### src/rtl/ofm_tile_writer_pkg.sv
// Shared types and helpers for the output-feature-map tile writer.
package ofm_tile_writer_pkg;

  typedef enum logic {
    ST_IDLE = 1'b0,
    ST_RUN  = 1'b1
  } state_e;

  localparam int unsigned DATA_W_DEF = 25;
  localparam int unsigned CH_W       = 6;

  // Channel count for a layer: (cfg+1)*8, at most 32.
  function automatic logic [CH_W-1:0] ch_count(input logic [1:0] cfg);
    return ({4'd0, cfg} + 6'd1) << 3;
  endfunction

endpackage

### src/rtl/ofm_addr_gen.sv
// Tiling counter chain (ow / row-in-band / tile / band / ch) producing the
// linear write address from incrementing base registers.
module ofm_addr_gen
  import ofm_tile_writer_pkg::*;
#(
  parameter int unsigned TI      = 16,
  parameter int unsigned TILES_W = 4,
  parameter int unsigned BAND_H  = 5,
  parameter int unsigned OFM_H   = 65,
  parameter int unsigned ADDR_W  = 18
) (
  input  logic              clk,
  input  logic              rst_n,
  input  logic              clear_i,
  input  logic              step_i,
  input  logic              dual_i,
  output logic [ADDR_W-1:0] addr_o,
  output logic              last_row_o,
  output logic              ch_end_o,
  output logic [CH_W-1:0]   ch_o
);

  localparam int unsigned OFM_W  = TI * TILES_W;
  localparam int unsigned BANDS  = OFM_H / BAND_H;
  localparam int unsigned OW_W   = $clog2(TI + 1);
  localparam int unsigned RIB_W  = $clog2(BAND_H + 2);
  localparam int unsigned TILE_W = $clog2(TILES_W + 1);
  localparam int unsigned BAND_W = $clog2(BANDS + 1);

  localparam logic [ADDR_W-1:0] ROW_STEP  = ADDR_W'(OFM_W);
  localparam logic [ADDR_W-1:0] ROW2_STEP = ADDR_W'(2 * OFM_W);
  localparam logic [ADDR_W-1:0] TILE_STEP = ADDR_W'(TI);
  localparam logic [ADDR_W-1:0] BAND_STEP = ADDR_W'(BAND_H * OFM_W);

  logic [OW_W-1:0]   ow_q, ow_d;
  logic [RIB_W-1:0]  rib_q, rib_d;
  logic [TILE_W-1:0] tile_q, tile_d;
  logic [BAND_W-1:0] band_q, band_d;
  logic [CH_W-1:0]   ch_q, ch_d;
  // band_base tracks the first row of the current band; channels are
  // contiguous, so it simply keeps counting across channel boundaries.
  logic [ADDR_W-1:0] band_base_q, band_base_d;
  logic [ADDR_W-1:0] row_base_q, row_base_d;
  logic [ADDR_W-1:0] tile_off_q, tile_off_d;

  logic              ow_last, row_wrap, tile_last, band_last;
  logic [RIB_W-1:0]  rib_sum;

  assign ow_last   = (ow_q == OW_W'(TI - 1));
  assign rib_sum   = rib_q + (dual_i ? RIB_W'(2) : RIB_W'(1));
  assign row_wrap  = ow_last && (rib_sum >= RIB_W'(BAND_H));
  assign tile_last = (tile_q == TILE_W'(TILES_W - 1));
  assign band_last = (band_q == BAND_W'(BANDS - 1));

  assign addr_o     = row_base_q + tile_off_q + ADDR_W'(ow_q);
  assign last_row_o = (rib_q >= RIB_W'(BAND_H - 1));
  assign ch_end_o   = row_wrap && tile_last && band_last;
  assign ch_o       = ch_q;

  always_comb begin
    // NOTE: every _d gets its default first so no path leaves it unassigned (no latch).
    ow_d        = ow_q;
    rib_d       = rib_q;
    tile_d      = tile_q;
    band_d      = band_q;
    ch_d        = ch_q;
    band_base_d = band_base_q;
    row_base_d  = row_base_q;
    tile_off_d  = tile_off_q;
    if (clear_i) begin
      ow_d        = '0;
      rib_d       = '0;
      tile_d      = '0;
      band_d      = '0;
      ch_d        = '0;
      band_base_d = '0;
      row_base_d  = '0;
      tile_off_d  = '0;
    end else if (step_i) begin
      if (!ow_last) begin
        ow_d = ow_q + OW_W'(1);
      end else begin
        ow_d = '0;
        if (!row_wrap) begin
          rib_d      = rib_sum;
          row_base_d = row_base_q + (dual_i ? ROW2_STEP : ROW_STEP);
        end else begin
          rib_d = '0;
          if (!tile_last) begin
            tile_d     = tile_q + TILE_W'(1);
            tile_off_d = tile_off_q + TILE_STEP;
            row_base_d = band_base_q;
          end else begin
            tile_d      = '0;
            tile_off_d  = '0;
            band_base_d = band_base_q + BAND_STEP;
            row_base_d  = band_base_q + BAND_STEP;
            if (!band_last) begin
              band_d = band_q + BAND_W'(1);
            end else begin
              band_d = '0;
              ch_d   = ch_q + CH_W'(1);
            end
          end
        end
      end
    end
  end

  always_ff @(posedge clk or negedge rst_n) begin
    // NOTE: non-blocking assignments so every flop samples pre-edge values.
    if (!rst_n) begin
      ow_q        <= '0;
      rib_q       <= '0;
      tile_q      <= '0;
      band_q      <= '0;
      ch_q        <= '0;
      band_base_q <= '0;
      row_base_q  <= '0;
      tile_off_q  <= '0;
    end else begin
      ow_q        <= ow_d;
      rib_q       <= rib_d;
      tile_q      <= tile_d;
      band_q      <= band_d;
      ch_q        <= ch_d;
      band_base_q <= band_base_d;
      row_base_q  <= row_base_d;
      tile_off_q  <= tile_off_d;
    end
  end

endmodule

### src/rtl/ofm_tile_writer.sv
// Writes dual-row OFM sample streams into a linear buffer in ch/row/tile/ow order,
// with layer sequencing and a sticky protocol-error flag.
module ofm_tile_writer
  import ofm_tile_writer_pkg::*;
#(
  parameter int unsigned DATA_W  = DATA_W_DEF,
  parameter int unsigned TI      = 16,
  parameter int unsigned TILES_W = 4,
  parameter int unsigned BAND_H  = 5,
  parameter int unsigned OFM_H   = 65,
  parameter int unsigned ADDR_W  = 18
) (
  input  logic              clk,
  input  logic              rst_n,
  input  logic              start,
  input  logic [1:0]        cfg_co,
  input  logic [DATA_W-1:0] ofm_port0,
  input  logic [DATA_W-1:0] ofm_port1,
  input  logic              ofm_port0_v,
  input  logic              ofm_port1_v,
  output logic              wr0_en,
  output logic              wr1_en,
  output logic [ADDR_W-1:0] wr0_addr,
  output logic [ADDR_W-1:0] wr1_addr,
  output logic [DATA_W-1:0] wr0_data,
  output logic [DATA_W-1:0] wr1_data,
  output logic              ch_done,
  output logic              busy,
  output logic              done,
  output logic              err
);

  localparam int unsigned OFM_W = TI * TILES_W;

  state_e            state_q, state_d;
  logic [CH_W-1:0]   last_ch_q, last_ch_d;
  logic              err_q, err_d;

  logic              wr0_en_q, wr1_en_q, ch_done_q, done_q;
  logic [ADDR_W-1:0] wr0_addr_q, wr1_addr_q;
  logic [DATA_W-1:0] wr0_data_q, wr1_data_q;

  logic              in_idle, in_run, clear, step, last_write;
  logic [ADDR_W-1:0] addr;
  logic              last_row, ch_end;
  logic [CH_W-1:0]   ch;

  assign in_idle    = (state_q == ST_IDLE);
  assign in_run     = (state_q == ST_RUN);
  assign clear      = in_idle && start;
  assign step       = in_run && ofm_port0_v;
  assign last_write = step && ch_end && (ch == last_ch_q);

  ofm_addr_gen #(
    .TI      (TI),
    .TILES_W (TILES_W),
    .BAND_H  (BAND_H),
    .OFM_H   (OFM_H),
    .ADDR_W  (ADDR_W)
  ) u_addr_gen (
    .clk        (clk),
    .rst_n      (rst_n),
    .clear_i    (clear),
    .step_i     (step),
    .dual_i     (ofm_port1_v),
    .addr_o     (addr),
    .last_row_o (last_row),
    .ch_end_o   (ch_end),
    .ch_o       (ch)
  );

  always_ff @(posedge clk or negedge rst_n) begin
    if (!rst_n) state_q <= ST_IDLE;
    else        state_q <= state_d;
  end

  always_comb begin
    state_d = state_q;
    unique case (state_q)
      ST_IDLE: if (start)      state_d = ST_RUN;
      ST_RUN:  if (last_write) state_d = ST_IDLE;
      default:                 state_d = ST_IDLE;
    endcase
  end

  always_comb begin
    busy = in_run;
  end

  // A dual on the band's last row would spill its second row past the band.
  always_comb begin
    err_d     = err_q;
    last_ch_d = last_ch_q;
    if (clear) begin
      err_d     = 1'b0;
      last_ch_d = ch_count(cfg_co) - CH_W'(1);
    end else if (in_idle && (ofm_port0_v || ofm_port1_v)) begin
      err_d = 1'b1;
    end else if (in_run && ((ofm_port1_v && !ofm_port0_v) ||
                            (step && ofm_port1_v && last_row))) begin
      err_d = 1'b1;
    end
  end

  always_ff @(posedge clk or negedge rst_n) begin
    if (!rst_n) begin
      err_q      <= 1'b0;
      last_ch_q  <= '0;
      wr0_en_q   <= 1'b0;
      wr1_en_q   <= 1'b0;
      ch_done_q  <= 1'b0;
      done_q     <= 1'b0;
      wr0_addr_q <= '0;
      wr1_addr_q <= '0;
      wr0_data_q <= '0;
      wr1_data_q <= '0;
    end else begin
      err_q     <= err_d;
      last_ch_q <= last_ch_d;
      wr0_en_q  <= step;
      wr1_en_q  <= step && ofm_port1_v;
      ch_done_q <= step && ch_end;
      done_q    <= last_write;
      if (step) begin
        wr0_addr_q <= addr;
        wr0_data_q <= ofm_port0;
      end
      if (step && ofm_port1_v) begin
        wr1_addr_q <= addr + ADDR_W'(OFM_W);
        wr1_data_q <= ofm_port1;
      end
    end
  end

  assign wr0_en   = wr0_en_q;
  assign wr1_en   = wr1_en_q;
  assign wr0_addr = wr0_addr_q;
  assign wr1_addr = wr1_addr_q;
  assign wr0_data = wr0_data_q;
  assign wr1_data = wr1_data_q;
  assign ch_done  = ch_done_q;
  assign done     = done_q;
  assign err      = err_q;

endmodule

### config.mk
export PLATFORM = sky130hd
export DESIGN_NAME = ofm_tile_writer
export DESIGN_NICKNAME = d
export VERILOG_FILES = /design/src/rtl/ofm_tile_writer_pkg.sv /design/src/rtl/ofm_addr_gen.sv /design/src/rtl/ofm_tile_writer.sv
export SDC_FILE = /design/constraint.sdc
export NUM_CORES = 1
export LEC_CHECK = 0
export CAP_MARGIN = 20
export CORE_ASPECT_RATIO = 0.9
export CORE_MARGIN = 1.5
export CORE_UTILIZATION = 53
export DETAILED_ROUTE_END_ITERATION = 16
export PLACE_DENSITY_LB_ADDON = 0.15
export SLEW_MARGIN = 10
export SYNTH_ARGS = -nofsm -noshare
export SYNTH_HDL_FRONTEND = slang
export SYNTH_HIERARCHICAL = 1
export SYNTH_SLANG_ARGS = --single-unit
### constraint.sdc
create_clock -name clk -period 5 [get_ports clk]
set_clock_uncertainty 0.2 [all_clocks]
set_input_delay 0.75 -clock clk [delete_from_list [all_inputs] [get_ports clk]]
set_output_delay 0.75 -clock clk [all_outputs]
set_load 0.01 [all_outputs]
# Word-level counts from Yosys, hierarchy flattened
# Cells that the tools add are included.
word_totals:
  inputBits: 57
  output_inout_bits: 92
  reg_bits: 173
op_classes:
  n_bitwise: 1
  muxes: 46
  n_lt_le_gt_ge: 2
  n_eq_ne: 4
  addsub: 13
  reduce_logical: 25
op_table:
  columns: ["cell", "count"]
  rows:
  - ["two-way mux 18 bit", 14]
  - ["adder 18 bit", 2]
  - ["two-way mux 6 bit", 6]
  - ["two-way mux 3 bit", 9]
  - ["two-way mux 4 bit", 6]
  - ["adder 18 x 5 -> 18 bit", 1]
  - ["adder 18 x 5 -> 18 bit, second input constant", 1]
  - ["adder 18 x 7 -> 18 bit, second input constant", 1]
  - ["adder 18 x 9 -> 18 bit, second input constant", 1]
  - ["two-way mux 5 bit", 3]
  - ["logical AND 1 bit", 12]
  - ["nonzero test 2 bit", 5]
  - ["two-way mux 8 bit", 1]
  - ["adder 6 x 1 -> 6 bit, second input constant", 1]
  - ["== test 6 bit", 1]
  - ["greater-or-equal comparator 3 bit, second input constant", 2]
  - ["subtractor 6 x 1 -> 6 bit, second input constant", 1]
  - ["adder 5 x 1 -> 5 bit, second input constant", 1]
  - ["== test 5 x 4 -> 1 bit, second input constant", 1]
  - ["two-way mux 1 bit", 5]
  - ["AND reduction 5 bit", 1]
  - ["adder 4 x 1 -> 4 bit, second input constant", 1]
  - ["== test 4 bit, second input constant", 1]
  - ["AND reduction 4 bit", 1]
  - ["12 further kinds", 13]

# Longest topological paths before layout
# Gate-level depths: netlist of run 1.
depth:
  ltp_word: 10
  depth_mapped: 11
  ltp_nobuf: 11

# By module
# The synthesis of run 1 kept the hierarchy.
by_module_without_submodules:
  columns: ["module", "n_inst", "cells_per_inst", "seq_area_each_um2", "area_per_inst_um2"]
  rows:
  - ["ofm_addr_gen", 1, 498, 1501.4, 4571.9]
  - ["ofm_tile_writer", 1, 321, 2377.3, 3734.8]

# Worst setup path after synthesis of run 1
# OpenSTA, ideal clock, no wires.
synth_path:
  path_kind: "register to register"
  from: "register u_addr_gen.row_base_q[4]"
  to: "register wr1_addr_q[17] (netlist: wr1_addr[17])"
  setup_time_ns: 0.082
  stages_incl_launch_ff: 12
  arrival_ns: 3.317
  setup_slack_ns: 1.401
  cell_sequence: "dfrtp_1 > ha_1 > ha_1 > fa_1 > a21o_1 > a221oi_2 > nor2_1 > o41ai_1 > xnor2_1 > nand4_2 > or4_1 > a31oi_1"
synth_via:
  elab_chain_len: 3
synth_rtl:
  columns: ["element", "line_no", "text"]
  rows:
  - ["start, declared", "ofm_addr_gen.sv:43", "logic [ADDR_W-1:0] row_base_q, row_base_d;"]
  - ["start signal, assigned", "ofm_addr_gen.sv:128", "row_base_q <= row_base_d;"]
  - ["adder 18 bit", "ofm_addr_gen.sv:55", "assign addr_o = row_base_q + tile_off_q + ADDR_W'(ow_q);"]
  - ["adder 18 x 5 -> 18 bit", "ofm_addr_gen.sv:55", null]
  - ["via addr[11]", "ofm_tile_writer.sv:44", "logic [ADDR_W-1:0] addr;"]
  - ["adder 18 x 7 -> 18 bit", "ofm_tile_writer.sv:129", "wr1_addr_q <= addr + ADDR_W'(OFM_W);"]
  - ["end signal, assigned", "ofm_tile_writer.sv:129", null]
  - ["end, declared", "ofm_tile_writer.sv:40", "logic [ADDR_W-1:0] wr0_addr_q, wr1_addr_q;"]
# The timed path passes the listed nets, and every way through them passes these cells.
# A chain may end at the register's enable or synchronous reset.

# Worst setup path after layout of run 1
# Ends and elaborated chain as after synthesis.

==> results of run 1 <==
==> where the power goes <==
part	internal, mW	total, mW	switching, mW
registers	1.41	1.53	0.121
clock network	0.744	1.29	0.543
logic	0.437	0.853	0.416
total	2.59	3.67	1.08
==> layout make-up <==
cell class              instances  area [sq um]  share of cell area, %
well taps                     202           253                   2.40
flip-flops and latches        155          3880                   36.9
multi-input cells             615          4210                   40.0
clock buffers                  17           425                   4.04
clock inverters                15           163                   1.55
inverters                      17          63.8                  0.606
repair buffers                155          1540                   14.6
==> layout by cell type (no fill, tap or decap), types with 6 or more instances in the layout <==
| master | instances |
|---|---|
| clkdlybuf4s50_1 | 147 |
| inv_1 | 17 |
| a21oi_1 | 31 |
| a21o_1 | 12 |
| or3_1 | 6 |
| xnor2_1 | 32 |
| and2_1 | 6 |
| dfrtp_1 | 155 |
| clkbuf_16 | 17 |
| o21ai_0 | 29 |
| nor2_1 | 58 |
| ha_1 | 43 |
| buf_4 | 7 |
| xor2_1 | 21 |
| nand2b_1 | 6 |
| a31oi_1 | 14 |
| nand4_1 | 12 |
| mux2_2 | 47 |
| nand2_1 | 142 |
| nor3_1 | 16 |
| nand3_1 | 25 |
| and3_1 | 13 |
==> per-layer routing <==
metal	global-route usage [%]	vias up	routed length [um]	share of wire [%]
li1	-	3195	-	-
met1	32.1	3092	8710	47
met2	38.0	161	8560	47
met3	5.29	17	857	4.7
met4	6.59	0	218	1.2
met5	0	-	0	0
==> worst max-delay path: stages (launching register included) <==
cell and delay (ns):
dfrtp_1 0.48, ha_1 0.32, ha_1 0.23, fa_1 0.43, a21o_1 0.22, a221oi_2 0.43, nor2_1 0.11, o41ai_1 0.32
xnor2_1 0.29, nand4_2 0.22, or4_1 0.52, a31oi_1 0.17
==> path summary, 6_finish.rpt <==
path	from	to	slack (ns)
max in group asynchronous	rst_n	wr1_addr[11]	3.44
hold reg to reg	wr1_data[15]	wr1_data[15]	0.27
setup reg to reg	u_addr_gen/row_base_q[4]	wr1_addr[17]	0.98
setup / recovery	u_addr_gen/row_base_q[4]	wr1_addr[17]	0.98
min in group clk	wr1_data[15]	wr1_data[15]	0.27
hold / removal	rst_n	wr0_data[3]	0.14
==> kinds of logic (layout without fill, tap and decap cells) <==
| logic type | count (synthesis) | after routing |
|---|---|---|
| AND/OR/NAND/NOR | 329 | 329 |
| adder cells (fa/ha/maj) | 47 | 47 |
| flip-flops | 155 | 155 |
| XOR/XNOR | 54 | 54 |
| multiplexers | 50 | 50 |
| buffers and inverters | 49 | 204 |
| AO/OA/AOI/OAI | 135 | 135 |
==> flip-flops by register name (all words and copies together) (netlist names) <==
signal / cells
u_addr_gen/row_base_q: 13
wr1_addr: 18
u_addr_gen/band_base_q: 12
u_addr_gen/ch_o: 6
ch_done: 1
done: 1
u_addr_gen/ow_q: 5
u_addr_gen/tile_off_q: 14
wr0_data: 25
busy: 1
last_ch_q: 3
wr1_data: 25
u_addr_gen/tile_q: 3
wr0_en: 1
u_addr_gen/band_q: 4
err: 1
wr0_addr: 18
wr1_en: 1
u_addr_gen/rib_q: 3
==> flow_summary_export.csv, run 1 <==
group,metric,value,unit
status,status,"finished, final reports clean",
final_layout,finalCoreUtilization,68.4,%
clock_network,cts_root_buf,"clkbuf_16",
worst_setup_path,cp_max_fo,7,
pwr,pwr_density_cell,349,mW/mm^2
route,drc,0,
worst_setup_path,criticalPathCategory,"flop to flop",
global_routing,grt_start_max_net_pins,84,
global_routing,antenna_found_initial,0,
global_routing,grt_pass1_vias,6332,
clock_network,cts.repair.resized,0,
synth,synth_compound_area_share,11.0,%
timing,tns,0,ns
placed_design,io_buffer_count,148,
synth,synth_top_family_by_area,"simple AND/OR/NAND/NOR gates",
synth,yosys-top-cells-area,"dfrtp_1 47%, ha_1 6.5%, nand2_1 6.5%, mux2_2 6.4%, xnor2_1 3.4%",
timing,tightest_slew,0.822,ns
min_path,hp-class,"input port to async pin",
final_layout,final_nets,1065,
clock_network,cts_tree,"yes",
route,wl,18.3,mm
run,cap_violations,0,
synth,yosys.area_share.simple,19.6,%
synth,async_flop_share,100,%
synth,yosysTopAreaCellShare,46.7,%
placed_design,dpl-instance-area,0.00994,sq mm
synth,syn_inst,819,
floorplan,core,0.0154,sq mm
worst_setup_path,cp.required,5.15,ns
floorplan,chipWidth,135,um
worst_setup_path,reg2reg_depth,11,
final_layout,num_antenna_cells,0,
global_routing,overflow,0,
final_layout,fillers,1207,
placed_design,dp_cells,1144,
floorplan,rows,43,
synth,synthMuxAreaShare,6.73,%
global_routing,grtUsageTotal,23.5,%
timing,max_freq,0.249,GHz
final_layout,final_cells,1176,
clock_network,path_clk_slew,0.07,ns
timing,layout_min_cycle_time,4.02,ns
synth,synthXorXnorAreaFrac,5.78,%
timing,rsz0062_at_grt,"no",
floorplan,die-area,0.0164,sq mm
floorplan,io_pins,149,
clock_network,postCtsSetupBuffers,0,
timing,post-route-period-util,80.4,%
synth,netlist-cell-type-count,74,
route,route.vias.total,6465,
synth,synth_top_area_cell,"dfrtp_1",
placed_design,dpl_worst_slack,0.844,ns
synth,synth_seq_area_share,46.7,%
clock_network,postCtsHoldBufs,0,
synth,syn-cell-area,0.00831,sq mm
timing,slew_viol_final,0,
route,drt_iter0_drc,316,
synth,ys_seq_elements,155,
timing,finalSetupViolations,0,
route,viasPerCell,5.50,
timing,hold_violations,0,
synth,syn_nets,923,
pwr,ir_drop,0.000258,V
clock_network,clk_latency,0.42,ns
final_layout,drive_above_1_share,12.2,%
synth,ys.flop_type,"dfrtp_1",
global_routing,grt_pass1_wl,30.6,mm
final_layout,final_area,0.0105,sq mm
synth,synthTopCellsByCount,"155 x dfrtp_1, 143 x nand2_1, 58 x nor2_1",
worst_setup_path,end_kind,"flop",
synth,synth.most_common_cell,"dfrtp_1",
placed_design,dp_hpwl,13.0,mm
worst_setup_path,start_kind,"flop",
clock_network,cts.sinks,155,
pwr,leakage,4.76,nW
route,ant_nets,0,
final_layout,area_growth,26.7,%
clock_network,cts_made_buffers,17,
synth,synth.avg_cell_area,10.1,sq um
synth,synth-adder-area-share,7.44,%
timing,max_slew_margin,45.1,%
timing,setup_slack,0.982,ns
clock_network,htreeDepth,4,
worst_setup_path,cp.arrival,4.17,ns
synth,ys_warn_count,6,
synth,synth_edf_count,0,
placed_design,gp_congestion,0.845,
route,drt_first_pass_iters,5,
timing,hold_ws,0.143,ns
floorplan,start_util,54.0,%
clock_network,clockBufferDepth,2,
floorplan,dieHeight,122,um
route,routedWlPerCell,15.6,um
pwr,finalPower,3.67,mW
No activity file was read; power rests on OpenSTA's default activity.
==> run 2, diff against run 1 <==
==> constraint.sdc (replaced) <==
create_clock -name clk -period 3.8 [get_ports clk]
set_clock_uncertainty 0.2 [all_clocks]
set_input_delay 0.57 -clock clk [delete_from_list [all_inputs] [get_ports clk]]
set_output_delay 0.57 -clock clk [all_outputs]
set_load 0.01 [all_outputs]
==> flow_summary_export.csv, run 2 (same netlist as run 1, synthesis figures left out) <==
group,metric,value,unit
pwr,pwr_density_cell,456,mW/mm^2
worst_setup_path,end_kind,"flop",
final_layout,drive_above_1_share,15.4,%
status,status,"finished, final reports clean",
clock_network,cts_tree,"yes",
floorplan,rows,43,
final_layout,final_common_cell,"dfrtp_1",
pwr,leakage,4.94,nW
worst_setup_path,start_kind,"flop",
worst_setup_path,path_delay_family,"compound AO/OA/AOI/OAI gates",
global_routing,grtUsageTotal,24.0,%
clock_network,cts_made_buffers,17,
floorplan,start_util,54.0,%
route,ant_nets,0,
floorplan,die-area,0.0164,sq mm
run,cap_violations,0,
timing,max_slew_margin,50.0,%
timing,hold_ws,0.271,ns
placed_design,dp_hpwl,13.2,mm
route,drc,0,
floorplan,chipWidth,135,um
pwr,finalPower,4.94,mW
final_layout,area_growth,30.5,%
timing,slew_viol_final,0,
timing,tns,0,ns
final_layout,final_nets,1090,
worst_setup_path,cp.arrival,3.84,ns
clock_network,clockBufferDepth,2,
timing,finalSetupViolations,0,
route,wl,18.9,mm
route,route.vias.total,6646,
worst_setup_path,crit_buf_inv,1,
route,routedWlPerCell,15.7,um
worst_setup_path,cp_slowest_stage_delay,0.50,ns
final_layout,num_antenna_cells,0,
global_routing,overflow,0,
worst_setup_path,cp.required,3.95,ns
route,viasPerCell,5.53,
worst_setup_path,cp_max_fo,6,
global_routing,grt_pass1_wl,31.1,mm
clock_network,cts.sinks,155,
timing,layout_min_cycle_time,3.68,ns
clock_network,htreeDepth,4,
min_path,hp-class,"flop to flop",
worst_setup_path,critPathSlowestCell,"or4_1",
floorplan,io_pins,149,
clock_network,cts_root_buf,"clkbuf_16",
floorplan,dieHeight,122,um
clock_network,clk_latency,0.43,ns
floorplan,core,0.0154,sq mm
clock_network,path_clk_slew,0.06,ns
timing,tightest_slew,0.751,ns
timing,hold_violations,0,
global_routing,grt_pass1_vias,6299,
final_layout,layout_common_cells,"155 x dfrtp_1, 147 x clkdlybuf4s50_1, 142 x nand2_1, 57 x nor2_1, 47 x mux2_2",
placed_design,gp_congestion,0.851,
worst_setup_path,worstPathCellList,"buf_4 -> fa_1 -> ha_4 -> a21o_1 -> a221oi_4 -> nor2_2 -> o41ai_4 -> xnor2_2 -> nand4_2 -> or4_1 -> a31oi_1",
placed_design,io_buffer_count,148,
global_routing,antenna_found_initial,0,
timing,post-route-period-util,96.9,%
route,drt_first_pass_iters,5,
route,drt_iter0_drc,445,
global_routing,grt_start_max_net_pins,78,
worst_setup_path,criticalPathCategory,"flop to flop",
pwr,ir_drop,0.000351,V
timing,max_freq,0.272,GHz
run 2: cell count changes in the layout (fill, tap and decap cells not counted), sizes merged:
cell / delta
buf: +24
inv: -1
clkinv: -1
dlygate4sd3: +1
clkbuf: +2
run 2: per-layer routing:
layer  up-vias  GRT usage (%)  share of wire, %
met1      3212           32.7                46
met3        21           4.41               4.7
met5         -              0                 0
met2       173           38.9                48
li1       3240              -                 -
met4         0           8.13               1.4
run 2: path summary, 6_finish.rpt:
check | start | end | slack (ns) | depth (start not counted)
max | u_addr_gen/row_base_q[4] | wr1_addr[17] | 0.12 | 11
min | wr1_addr[1] | wr1_addr[1] | 0.27 | 2
max reg2reg | u_addr_gen/row_base_q[4] | wr1_addr[17] | 0.12 | 11
min reg2reg | wr1_addr[1] | wr1_addr[1] | 0.27 | 2
max in group asynchronous | rst_n | wr1_data[13] | 2.06 | 3
min in group asynchronous | rst_n | wr0_data[2] | 0.53 | 2
run 2: per-stage QoR:
step	setup WS (ns)	util, %	instance area, sq um	std cells
6_report	0.119	70.5	10800	1201
2_1_floorplan	0.201	-	8310	819
4_1_cts	0.0163	69.6	10700	1195
3_5_place_dp	-0.0302	65.5	10100	1162
3_3_place_gp	0.0655	65.5	10100	1162
5_1_grt	-0.00404	70.5	10800	1201
run 2: power breakdown:
group / switching (mW) / internal (mW) / leakage [nW]
Clock: 0.724 / 1.02 / 0.293
Sequential: 0.148 / 1.86 / 1.98
Combinational: 0.574 / 0.618 / 2.66
Total: 1.45 / 3.50 / 4.94
run 2: worst min-delay path: cells and delay by family, from the launching register on:
kind,cells,cell delay (ns)
flops,1,0.34
simple gates,2,0.10
run 2: area by class of cell:
type | count | area [sq um]
Inverter | 17 | 63.8
Sequential cell | 155 | 3880
Tap cell | 202 | 253
Fill cell | 1198 | 4550
Timing Repair Buffer | 180 | 1740
Clock buffer | 19 | 453
Clock inverter | 13 | 156
Multi-Input combinational cell | 615 | 4300
run 2: repair_timing:
item | CTS | global route
hold endpoints to repair | 57 | 0
endpoints found under the setup margin | 2 | 5
hold buffers | 1 | 0
setup buffers | 0 | 6
gates cloned | 0 | 0
gates resized for setup | 1 | 13
pin swaps | 0 | 5
